**src/rtl/rc4_pkg.sv**
```systemverilog
// Shared RC4 types: byte type, PRGA state encoding and the ciphertext length address.
package rc4_pkg;

  typedef logic [7:0] byte_t;

  typedef enum logic [3:0] {
    IDLE   = 4'd0,
    RD_LEN = 4'd1,
    LEN    = 4'd2,
    RD_I   = 4'd3,
    GET_SI = 4'd4,
    GET_SJ = 4'd5,
    WR_J   = 4'd6,
    RD_PAD = 4'd7,
    XOR    = 4'd8
  } prga_state_t;

  localparam byte_t LEN_ADDR = 8'd0;

endpackage

```
**src/rtl/prga.sv**
```systemverilog
// RC4 PRGA stage: swaps S[i]/S[j] per byte and XORs the keystream into a length-prefixed message.
// Optional pad tap (pad_out/pad_vld) is compiled in when PRGA_PAD_TAP_EN is defined.
module prga
  import rc4_pkg::*;
#(
  parameter int MSG_AW = 8
) (
  input  logic              clk,
  input  logic              rst,
  input  logic              en,
  output logic              rdy,
  output logic [7:0]        s_addr,
  input  logic [7:0]        s_rddata,
  output logic [7:0]        s_wrdata,
  output logic              s_wren,
  output logic [MSG_AW-1:0] ct_addr,
  input  logic [7:0]        ct_rddata,
  output logic [MSG_AW-1:0] pt_addr,
  output logic [7:0]        pt_wrdata,
  output logic              pt_wren
`ifdef PRGA_PAD_TAP_EN
  ,
  output logic [7:0]        pad_out,
  output logic              pad_vld
`endif
);

  prga_state_t state;
  byte_t       i, j, k, len, si, sj;

  // The S[i+1] read for the next byte is issued from LEN and XOR, so RD_I is
  // never entered and each byte costs five cycles.
  always_ff @(posedge clk) begin
    // NOTE: state registers use non-blocking assignments so every branch sees pre-edge values.
    if (rst) begin
      state <= IDLE;
      i     <= '0;
      j     <= '0;
      k     <= '0;
      len   <= '0;
      si    <= '0;
      sj    <= '0;
    end else begin
      case (state)
        IDLE: begin
          if (en) begin
            state <= RD_LEN;
            i     <= '0;
            j     <= '0;
          end
        end
        RD_LEN: state <= LEN;
        LEN: begin
          len <= ct_rddata;
          k   <= 8'd1;
          if (ct_rddata == 8'd0) begin
            state <= IDLE;
          end else begin
            i     <= i + 8'd1;
            state <= GET_SI;
          end
        end
        GET_SI: begin
          si    <= s_rddata;
          j     <= j + s_rddata;
          state <= GET_SJ;
        end
        GET_SJ: begin
          sj    <= s_rddata;
          state <= WR_J;
        end
        WR_J:   state <= RD_PAD;
        RD_PAD: state <= XOR;
        XOR: begin
          if (k == len) begin
            state <= IDLE;
          end else begin
            k     <= k + 8'd1;
            i     <= i + 8'd1;
            state <= GET_SI;
          end
        end
        default: state <= IDLE;
      endcase
    end
  end

  always_comb begin
    // NOTE: every output gets a default first so no path through the case infers a latch.
    rdy       = 1'b0;
    s_addr    = '0;
    s_wrdata  = '0;
    s_wren    = 1'b0;
    ct_addr   = '0;
    pt_addr   = '0;
    pt_wrdata = '0;
    pt_wren   = 1'b0;
    case (state)
      IDLE:   rdy = 1'b1;
      RD_LEN: ct_addr = MSG_AW'(LEN_ADDR);
      LEN: begin
        pt_addr   = MSG_AW'(LEN_ADDR);
        pt_wrdata = ct_rddata;
        pt_wren   = 1'b1;
        s_addr    = i + 8'd1;
      end
      GET_SI: s_addr = j + s_rddata;
      GET_SJ: begin
        // S[i] takes S[j]; S[j] takes the saved S[i] next cycle (i==j writes the same value twice)
        s_addr   = i;
        s_wrdata = s_rddata;
        s_wren   = 1'b1;
      end
      WR_J: begin
        s_addr   = j;
        s_wrdata = si;
        s_wren   = 1'b1;
      end
      RD_PAD: begin
        s_addr  = si + sj;
        ct_addr = MSG_AW'(k);
      end
      XOR: begin
        pt_addr   = MSG_AW'(k);
        pt_wrdata = s_rddata ^ ct_rddata;
        pt_wren   = 1'b1;
        s_addr    = i + 8'd1;
      end
      default: ;
    endcase
  end

`ifdef PRGA_PAD_TAP_EN
  byte_t pad_q;

  always_ff @(posedge clk) begin
    if (rst) begin
      pad_q <= '0;
    end else if (state == XOR) begin
      pad_q <= s_rddata;
    end
  end

  assign pad_out = (state == XOR) ? s_rddata : pad_q;
  assign pad_vld = (state == XOR);
`endif

endmodule

```
**config.mk**
```make
export PLATFORM = sky130hd
export DESIGN_NAME = prga
export DESIGN_NICKNAME = d
export VERILOG_FILES = /design/src/rtl/rc4_pkg.sv /design/src/rtl/prga.sv
export SDC_FILE = /design/constraint.sdc
export NUM_CORES = 1
export LEC_CHECK = 0
export BUFFER_PORTS_ARGS = -buffer_cell sky130_fd_sc_hd__buf_2
export CAP_MARGIN = 25
export CORE_MARGIN = 1
export CORE_UTILIZATION = 45
export DETAILED_ROUTE_END_ITERATION = 12
export GPL_ROUTABILITY_DRIVEN = 0
export PLACE_DENSITY = 0.67
export SLEW_MARGIN = 20
export SYNTH_ARGS = -nofsm -noshare
export SYNTH_HDL_FRONTEND = slang
export SYNTH_SLANG_ARGS = --single-unit
```
**constraint.sdc**
```tcl
create_clock -name clk -period 2.03 [get_ports clk]
set_input_delay 0.1015 -clock clk [delete_from_list [all_inputs] [get_ports clk]]
set_output_delay 0.1015 -clock clk [all_outputs]
set_load 0.01 [all_outputs]
```
Word level (Yosys, flattened, before mapping)
Index checks and enable logic that the tools add are counted.
{ "totals": {"romBits": 0, "input_bits": 19, "mem_count": 0, "latchBits": 0, "ram_bits": 0, "output_inout_bits": 43, "reg_bits": 52, "word_cells": 52} }
{ "classes": {"reduce_logical": 10, "n_eq_ne": 11, "n_shift": 0, "bitwise_logic": 1, "addsub": 4, "n_mul": 0, "mux": 19, "n_div": 0, "n_lt_le_gt_ge": 0} }
{ "ops": {"columns": ["operator", "n"], "rows": [
  ["8-bit one-hot mux with 2 select lines", 4],
  ["8-bit 2-to-1 mux", 6],
  ["8-bit one-hot mux with 5 select lines", 1],
  ["4-bit one-hot mux with 8 select lines", 1],
  ["8-bit one-hot mux with 3 select lines", 1],
  ["8-bit by 1-bit adder with 8-bit output (second input constant)", 2],
  ["8-bit adder", 2],
  ["4-bit by 3-bit equality test with 1-bit output (second input constant)", 4],
  ["8-bit equality test", 1],
  ["8-bit zero test", 1],
  ["8-bit XOR", 1],
  ["3-bit 2-to-1 mux", 2],
  ["2-bit != test (second input constant)", 3],
  ["4-bit by 1-bit equality test with 1-bit output (second input constant)", 1],
  ["4-bit by 2-bit equality test with 1-bit output (second input constant)", 1],
  ["4-bit equality test (second input constant)", 1],
  ["4-bit zero test", 1],
  ["4-bit 2-to-1 mux", 1],
  ["2-bit AND reduction", 2],
  ["4-bit AND reduction", 1],
  ["2-bit nonzero test", 2],
  ["2-bit OR reduction", 2],
  ["1-bit 2-to-1 mux", 3],
  ["3-bit nonzero test", 1]
]} }

Logic depth before layout (Yosys ltp)
Gate-level depths: netlist (run 1).
{ "logic_depth": {"ltp_word": 3, "ltp_mapped": 9} }

Worst setup path before layout (run 1)
OpenSTA, ideal clock, no wires.
{ "synth_path": {"kind": "register to output", "start": "register state[1]", "end": "output pt_wrdata[2]", "stages_incl_launch_ff": 7, "arrival_ns": 1.818, "setup_slack_ns": 0.111, "cell_sequence": "dfxtp_1 > buf_6 > clkbuf_1 > nor4b_1 > clkbuf_1 > nand2_1 > o21ai_0"} }
{ "synth_between": {"elab_chain_cells": 2} }
{ "synth_lines": {"columns": ["element", "line", "text"], "rows": [
  ["start: declaration", "prga.sv:28", "prga_state_t state;"],
  ["start signal: assignment", "prga.sv:36", "state <= IDLE;"],
  ["start signal: assignment", "prga.sv:47", "state <= RD_LEN;"],
  ["start signal: assignment", "prga.sv:52", "RD_LEN: state <= LEN;"],
  ["4-bit equality test / 4-bit by 2-bit equality test with 1-bit output (equally long branches)", "prga.sv:98", "case (state)"],
  ["8-bit one-hot mux with 2 select lines (*)", "prga.sv:98", null],
  ["end: declaration", "prga.sv:19", "output logic [7:0] pt_wrdata,"]
]} }
Mark *: on every way between the ends. The rest lies on a longest branch, timed or not.

Final worst setup path (run 1)
{ "layout_path": {"start": "register j[0]", "end": "output s_addr[6]"} }
{ "layout_between": {"elab_chain_cells": 2} }
{ "layout_lines": {"columns": ["element", "line", "text"], "rows": [
  ["start: declaration", "prga.sv:29", "byte_t i, j, k, len, si, sj;"],
  ["start signal: assignment", "prga.sv:65", "j <= j + s_rddata;"],
  ["8-bit adder", "prga.sv:107", "GET_SI: s_addr = j + s_rddata;"],
  ["8-bit one-hot mux with 5 select lines", "prga.sv:98", null],
  ["end: declaration", "prga.sv:12", "output logic [7:0] s_addr,"]
]} }
Every way passes these cells.

==> results of run 1 <==
==> cells in the mapped netlist (3+ instances only) <==
cell type	n	share of area, %
nor3_1	12	1.7
o32ai_1	3	0.76
or3_1	4	0.72
xor2_1	18	4.6
clkbuf_1	20	2.2
nand2_1	94	10
a21oi_1	47	6.8
o21ai_0	28	4.1
a222oi_1	6	1.7
dfxtp_1	52	30
inv_1	15	1.6
nor2b_1	6	1.1
a31oi_1	4	0.72
ha_1	16	5.8
and3_1	4	0.72
and2_1	17	3.1
o21a_1	3	0.65
nand3b_1	3	0.65
nand3_1	5	0.72
o211ai_1	6	1.3
buf_2	3	0.43
nor2_1	36	3.9
xnor2_1	13	3.3
a211oi_1	4	0.87
==> tightest hold or removal path, stage by stage <==
cell and delay, ns:
buf_2 0.12, nand2_1 0.05, a21oi_1 0.05
==> worst paths after layout <==
| kind | from | endpoint | slack (ns) | cells past startpoint |
|---|---|---|---|---|
| worst min-delay path | ct_rddata[5] | len[5] | 0.06 | 3 |
| worst max register to register | state[2] | i[7] | 0.04 | 6 |
| worst min register to register | len[1] | len[1] | 0.47 | 2 |
| worst max-delay path | j[0] | s_addr[6] | -0.32 | 10 |
==> final cells by class <==
type                            instances  area, um2
Clock inverter                          2      12.51
Clock buffer                            5      68.82
Inverter                               15      56.30
Tap cell                               99      123.9
Fill cell                             615       2562
Timing Repair Buffer                  124      825.8
Sequential cell                        52       1074
Multi-Input combinational cell        371       2608
==> through the flow <==
step | hold WS [ns] | instances
floorplan | 0.2375 | 463
global placement | 0.3751 | 644
detailed placement | 0.3824 | 644
CTS | 0.05000 | 655
global route | 0.06647 | 668
finish | 0.05925 | 668
==> power by group through the flow <==
| stage | clock network, uW | registers [uW] | logic, uW |
|---|---|---|---|
| floorplan | 0 | 1100 | 346 |
| global placement | 0 | 1120 | 559 |
| detailed placement | 0 | 1120 | 566 |
| CTS | 598 | 1100 | 591 |
| global route | 629 | 1100 | 763 |
| finish | 583 | 1100 | 704 |
==> repair_timing <==
item	4_1_cts	5_1_grt
gates resized for setup	37	84
buffers inserted	4	13
pin swaps	13	25
hold endpoints to repair	0	0
endpoints found under the setup margin	15	23
==> cell usage in the layout (no fill, tap or decap), types with 10 or more instances in the layout <==
master,netlist,final
dfxtp_1,52,32
nor2_1,36,27
xor2_1,18,18
and2_1,17,17
a21oi_1,47,46
ha_4,0,10
inv_1,15,12
nand2_1,94,93
o21ai_1,1,18
dfxtp_2,0,17
xnor2_1,13,13
buf_2,3,61
buf_4,1,52
==> flip-flops by register name, indices dropped and copies added (netlist names) <==
register  flops
state         4
k             8
i             8
sj            8
si            8
j             8
len           8
==> routing by layer <==
| metal | global-route usage (%) | vias up | part of all wire (%) | routed length (um) |
|---|---|---|---|---|
| li1 | - | 1829 | - | - |
| met1 | 38.40 | 1792 | 45 | 4978 |
| met2 | 40.43 | 135 | 47 | 5156 |
| met3 | 3.931 | 16 | 6.6 | 732 |
| met4 | 7.792 | 0 | 1.6 | 182 |
| met5 | 0 | - | 0 | 0 |
==> logic make-up after synthesis <==
group | after synthesis | share of synthesized area, %
flops | 52 | 30.13
compound gates | 120 | 21.95
xor+xnor | 31 | 7.859
buf+inv | 40 | 4.781
simple gates | 200 | 27.71
mux | 2 | 0.6157
fa+ha+maj | 18 | 6.954
==> metrics.cfg, run 1 <==
[detailed_routing]
viasPerCell = 5.647
dr.pass1.iters = 6
antenna_left = 0
vias = 3772
drt_iter0_markers = 338
drc_errors = 0
route.detailed.wl_per_inst_um = 16.54
wirelength_mm = 11.05

[floorplanning]
die_h_um = 89.62
core_um2 = 7331
rows = 31
initial_utilization_pct = 47.12
die_area_um2 = 8031
io_pins = 62
die_w_um = 89.62

[final_layout]
nNetsFinal = 606
synthToLayoutAreaGrowth_pct = 38.03
fin_util_pct = 65.05
antenna_cells = 0
fin_area_um2 = 4768
drive_gt1_share_pct = 37.08

[pwr]
p_clk_share_pct = 24.4
power_frac_comb_pct = 29.5
power.total_uw = 2386
p_per_area_nw_per_um2 = 500.5
vdd_drop_max_mv = 0.3049
p_sw_uw = 785.2
p_seq_share_pct = 46.1
leakagePower_uw = 0.001995
intPower_uw = 1601
p_sw_share_pct = 32.90

[yosys]
synth_nets = 500
synth_warnings = 0
postSynthCellCount = 463
postSynth.asyncResetShare_pct = 0
syn_avg_cell_area_um2 = 7.461
synth_area_um2 = 3455
synth_cell_types = 59
ys_seq_area_share_pct = 30.13
synth_top_flop_cell = dfxtp_1
synth-edff-count = 0
ys_ff_latch = 52

[sta]
setup_violations = 5
finalSetupTns_ns = -0.9710
fin_crit_ns = 2.349
maxSlewViolCount = 0
rsz0062_at_grt = true
worst_pin_slew_ns = 0.7939
finClkSkew_ns = 0.007099
hold_viol_final = 0
fin_crit_sh_pct = 115.7
relSlewSlack_pct = 46.72
final.setup.worst_slack_ns = -0.3190
fmaxAchievable_mhz = 425.7

[clock_network]
cts_max_path_buffers = 2
worstSkewPairLatency_ns = 0.31
cts_root_buf = clkbuf_8
cts_hold_buf = 0
cts.sinks = 52
cts_buffers = 5
cts_tree = built
cts_max_level = 2
clk_pin_slew_ns = 0.10

[global_route]
antenna_found_initial = 0
grt_max_degree = 22
grt-ovfl-total = 0
first_global_vias = 3228
grt_use_total_pct = 26.41
grt_pass1_wl_mm = 15.98

[status]
violations = setup timing
status = finished, violations left

[place]
post-place-ws_ns = 0.01417
port_buffers = 61
dp_hpwl_mm = 7.599
placed_area_um2 = 4126

[setup_path]
crit_type = flip-flop to primary output
cp_common_cell = o21a_1
start_kind = flip-flop
slowest_delay_ns = 0.36
cp.buffers_inverters = 2
slowest_stage = dfxtp_2
cp_data_required_time_ns = 1.93
cp-end-kind = primary output
crit_fanout = 3
cpLargestDelayFamily = compound AO/OA/AOI/OAI gates
crit_arrival_ns = 2.25
path_cells = ha_4 > inv_2 > fa_2 > nor2b_4 > o21a_1 > o21a_1 > nand4b_1 > o211a_1 > o211ai_1 > buf_2

[worst_hold_path]
hold_class = input pin to flip-flop

[job]
drv_cap = 0

No activity file was read; power rests on OpenSTA's default activity.
==> inputs of run 2 (changes only) <==
CELL_PAD_IN_SITES_DETAIL_PLACEMENT = 1   (was default)
CELL_PAD_IN_SITES_GLOBAL_PLACEMENT = 1   (was default)
CORE_UTILIZATION = 41   (was 45)
PLACE_DENSITY = default   (was 0.67)
PLACE_DENSITY_LB_ADDON = 0.1   (was default)
==> run 2 against run 1 <==
  * The flow still finishes with violations (setup timing)
  * Combinational power is 15% higher
  * Clock skew hardly changed
  * Final cell count is 2.5% higher
  * Final area grew 4.2%
  * Core utilization shrank 4.3 points
  * Routed wire length rose by 32%
  * Register-to-register slack lost 0.08 ns
  * Flip-flop and latch count unchanged
  * Clock power increased by 15%
  * Sequential power hardly changed
  * Sequential share of layout area down 0.75 points
  * Critical path type unchanged
  * Largest power group unchanged
==> metrics.cfg, run 2 (same netlist as run 1, synthesis figures left out) <==
[floorplanning]
io_pins = 62
die_h_um = 93.79
die_area_um2 = 8797
core_um2 = 8175
rows = 33
die_w_um = 93.79
initial_utilization_pct = 42.26

[detailed_routing]
viasPerCell = 5.911
wirelength_mm = 14.54
route.detailed.wl_per_inst_um = 21.23
drc_errors = 0
drt_iter0_markers = 199
vias = 4049
dr.pass1.iters = 5
antenna_left = 0

[setup_path]
r2r_cells = 8
cp_data_required_time_ns = 1.93
r2r-end = k[6]
cp-end-kind = primary output
cp_common_cell = o21a_1
start_kind = flip-flop
crit_type = flip-flop to primary output
cp.buffers_inverters = 2
r2r_setup_slack_ns = -0.04
slowest_stage = fa_2
r2r-start = state[0]
crit_fanout = 3
cp.depth = 10
slowest_delay_ns = 0.37
cpLargestDelayFamily = compound AO/OA/AOI/OAI gates
path_cells = ha_4 > inv_2 > fa_2 > nor2b_4 > o21a_1 > o21a_1 > nand4b_1 > o211a_1 > o211ai_1 > buf_2
crit_arrival_ns = 2.33

[status]
status = finished, violations left
violations = setup timing

[worst_hold_path]
min-delay-start = ct_rddata[3]
hold_class = input pin to flip-flop
holdPathStages = 3
min_to = len[3]

[clock_network]
clk_pin_slew_ns = 0.10
cts_max_level = 2
cts_tree = built
cts_max_path_buffers = 2
cts_root_buf = clkbuf_8
worstSkewPairLatency_ns = 0.31
cts_buffers = 5
cts_hold_buf = 0
cts.sinks = 52

[pwr]
vdd_drop_max_mv = 0.2408
power.total_uw = 2584
leakagePower_uw = 0.002082
p_per_area_nw_per_um2 = 520.1

[sta]
worst_pin_slew_ns = 0.7113
hold_viol_final = 0
maxSlewViolCount = 0
setup_violations = 20
rsz0062_at_grt = true
finClkSkew_ns = 0.007575
fin_crit_ns = 2.427
fin_crit_sh_pct = 119.6
final.setup.worst_slack_ns = -0.3974
relSlewSlack_pct = 52.26
fmaxAchievable_mhz = 412.0

[global_route]
grt-ovfl-total = 0
first_global_vias = 3911
grt_max_degree = 32
antenna_found_initial = 0
grt_pass1_wl_mm = 20.13
grt_use_total_pct = 29.88

[place]
dp_hpwl_mm = 8.954
post-place-ws_ns = -0.07711
port_buffers = 61
placed_area_um2 = 4179

[final_layout]
drive_gt1_share_pct = 39.31
final_common_cell = nand2_1
layout_common_cells = 92 x nand2_1, 61 x buf_2, 61 x buf_4, 46 x a21oi_1, 34 x dfxtp_1
fillCellCount = 1024
fin_area_um2 = 4967
synthToLayoutAreaGrowth_pct = 43.79
nNetsFinal = 617
antenna_cells = 0

[job]
drv_cap = 0

-- run 2: cell types whose count changed in the layout (fill, tap and decap cells not counted), moves of 4 or more --
cell / change
nor2_4: +4
buf_4: +9
dfxtp_4: +4
o21ai_2: +4
dfxtp_2: -6
-- run 2: how the worst max path moves through the flow --
| stage | from | slack (ns) | end |
|---|---|---|---|
| floorplan | state[1] | 0.11 | pt_wrdata[2] |
| global placement | si[0] | 0.04 | s_addr[6] |
| detailed placement | si[0] | -0.08 | s_addr[6] |
| CTS | j[0] | -0.29 | s_addr[6] |
| global route | i[0] | -0.50 | s_addr[6] |
| finish | j[0] | -0.40 | s_addr[6] |
-- run 2: what timing repair did --
action                                  4_1_cts  5_1_grt
pin swaps                                    22       40
endpoints found under the setup margin       31       26
resized for setup                            79       67
setup buffers                                 9       14
hold endpoints to repair                      0        0
-- run 2: per-stage QoR --
step | utilization (%) | instances | hold slack [ns] | TNS, ns
finish | 60.76 | 685 | 0.05953 | -1.846
global placement | 51.12 | 656 | 0.3763 | 0
detailed placement | 51.12 | 656 | 0.3804 | -0.08694
CTS | 55.80 | 672 | 0.05363 | -1.089
global route | 60.76 | 685 | 0.07064 | -3.055
floorplan | - | 463 | 0.2375 | 0
-- run 2: worst register-to-register path, cell delays in order, from the launching register on --
cell and delay (ns):
dfxtp_4 0.38, buf_6 0.12, or4b_4 0.60, buf_6 0.17
a211oi_4 0.23, buf_4 0.15, nand4_1 0.08, xor2_1 0.17
nor2_1 0.06
-- run 2: report_power, final --
part / switching (uW) / internal, uW / leakage, uW
Sequential: 47.1 / 1060 / 0.000431
Combinational: 456 / 352 / 0.00160
Clock: 366 / 305 / 0.0000503
Total: 870 / 1710 / 0.00208
-- run 2: metal layers --
metal | up-vias | global-route usage [%] | share of wire [%]
met5 | - | 0 | 0
met3 | 40 | 4.773 | 4.3
met4 | 0 | 10.38 | 3.1
met1 | 2023 | 37.26 | 42
li1 | 1850 | - | -
met2 | 136 | 51.76 | 50
-- run 2: final cells by class --
type	count	area [um2]	area share, %
multi-input cells	371	2680	53.95
well taps	105	131.4	2.645
inverters	15	56.30	1.134
repair buffers	135	922.1	18.56
flip-flops and latches	52	1081	21.76
clock buffers	7	96.34	1.940
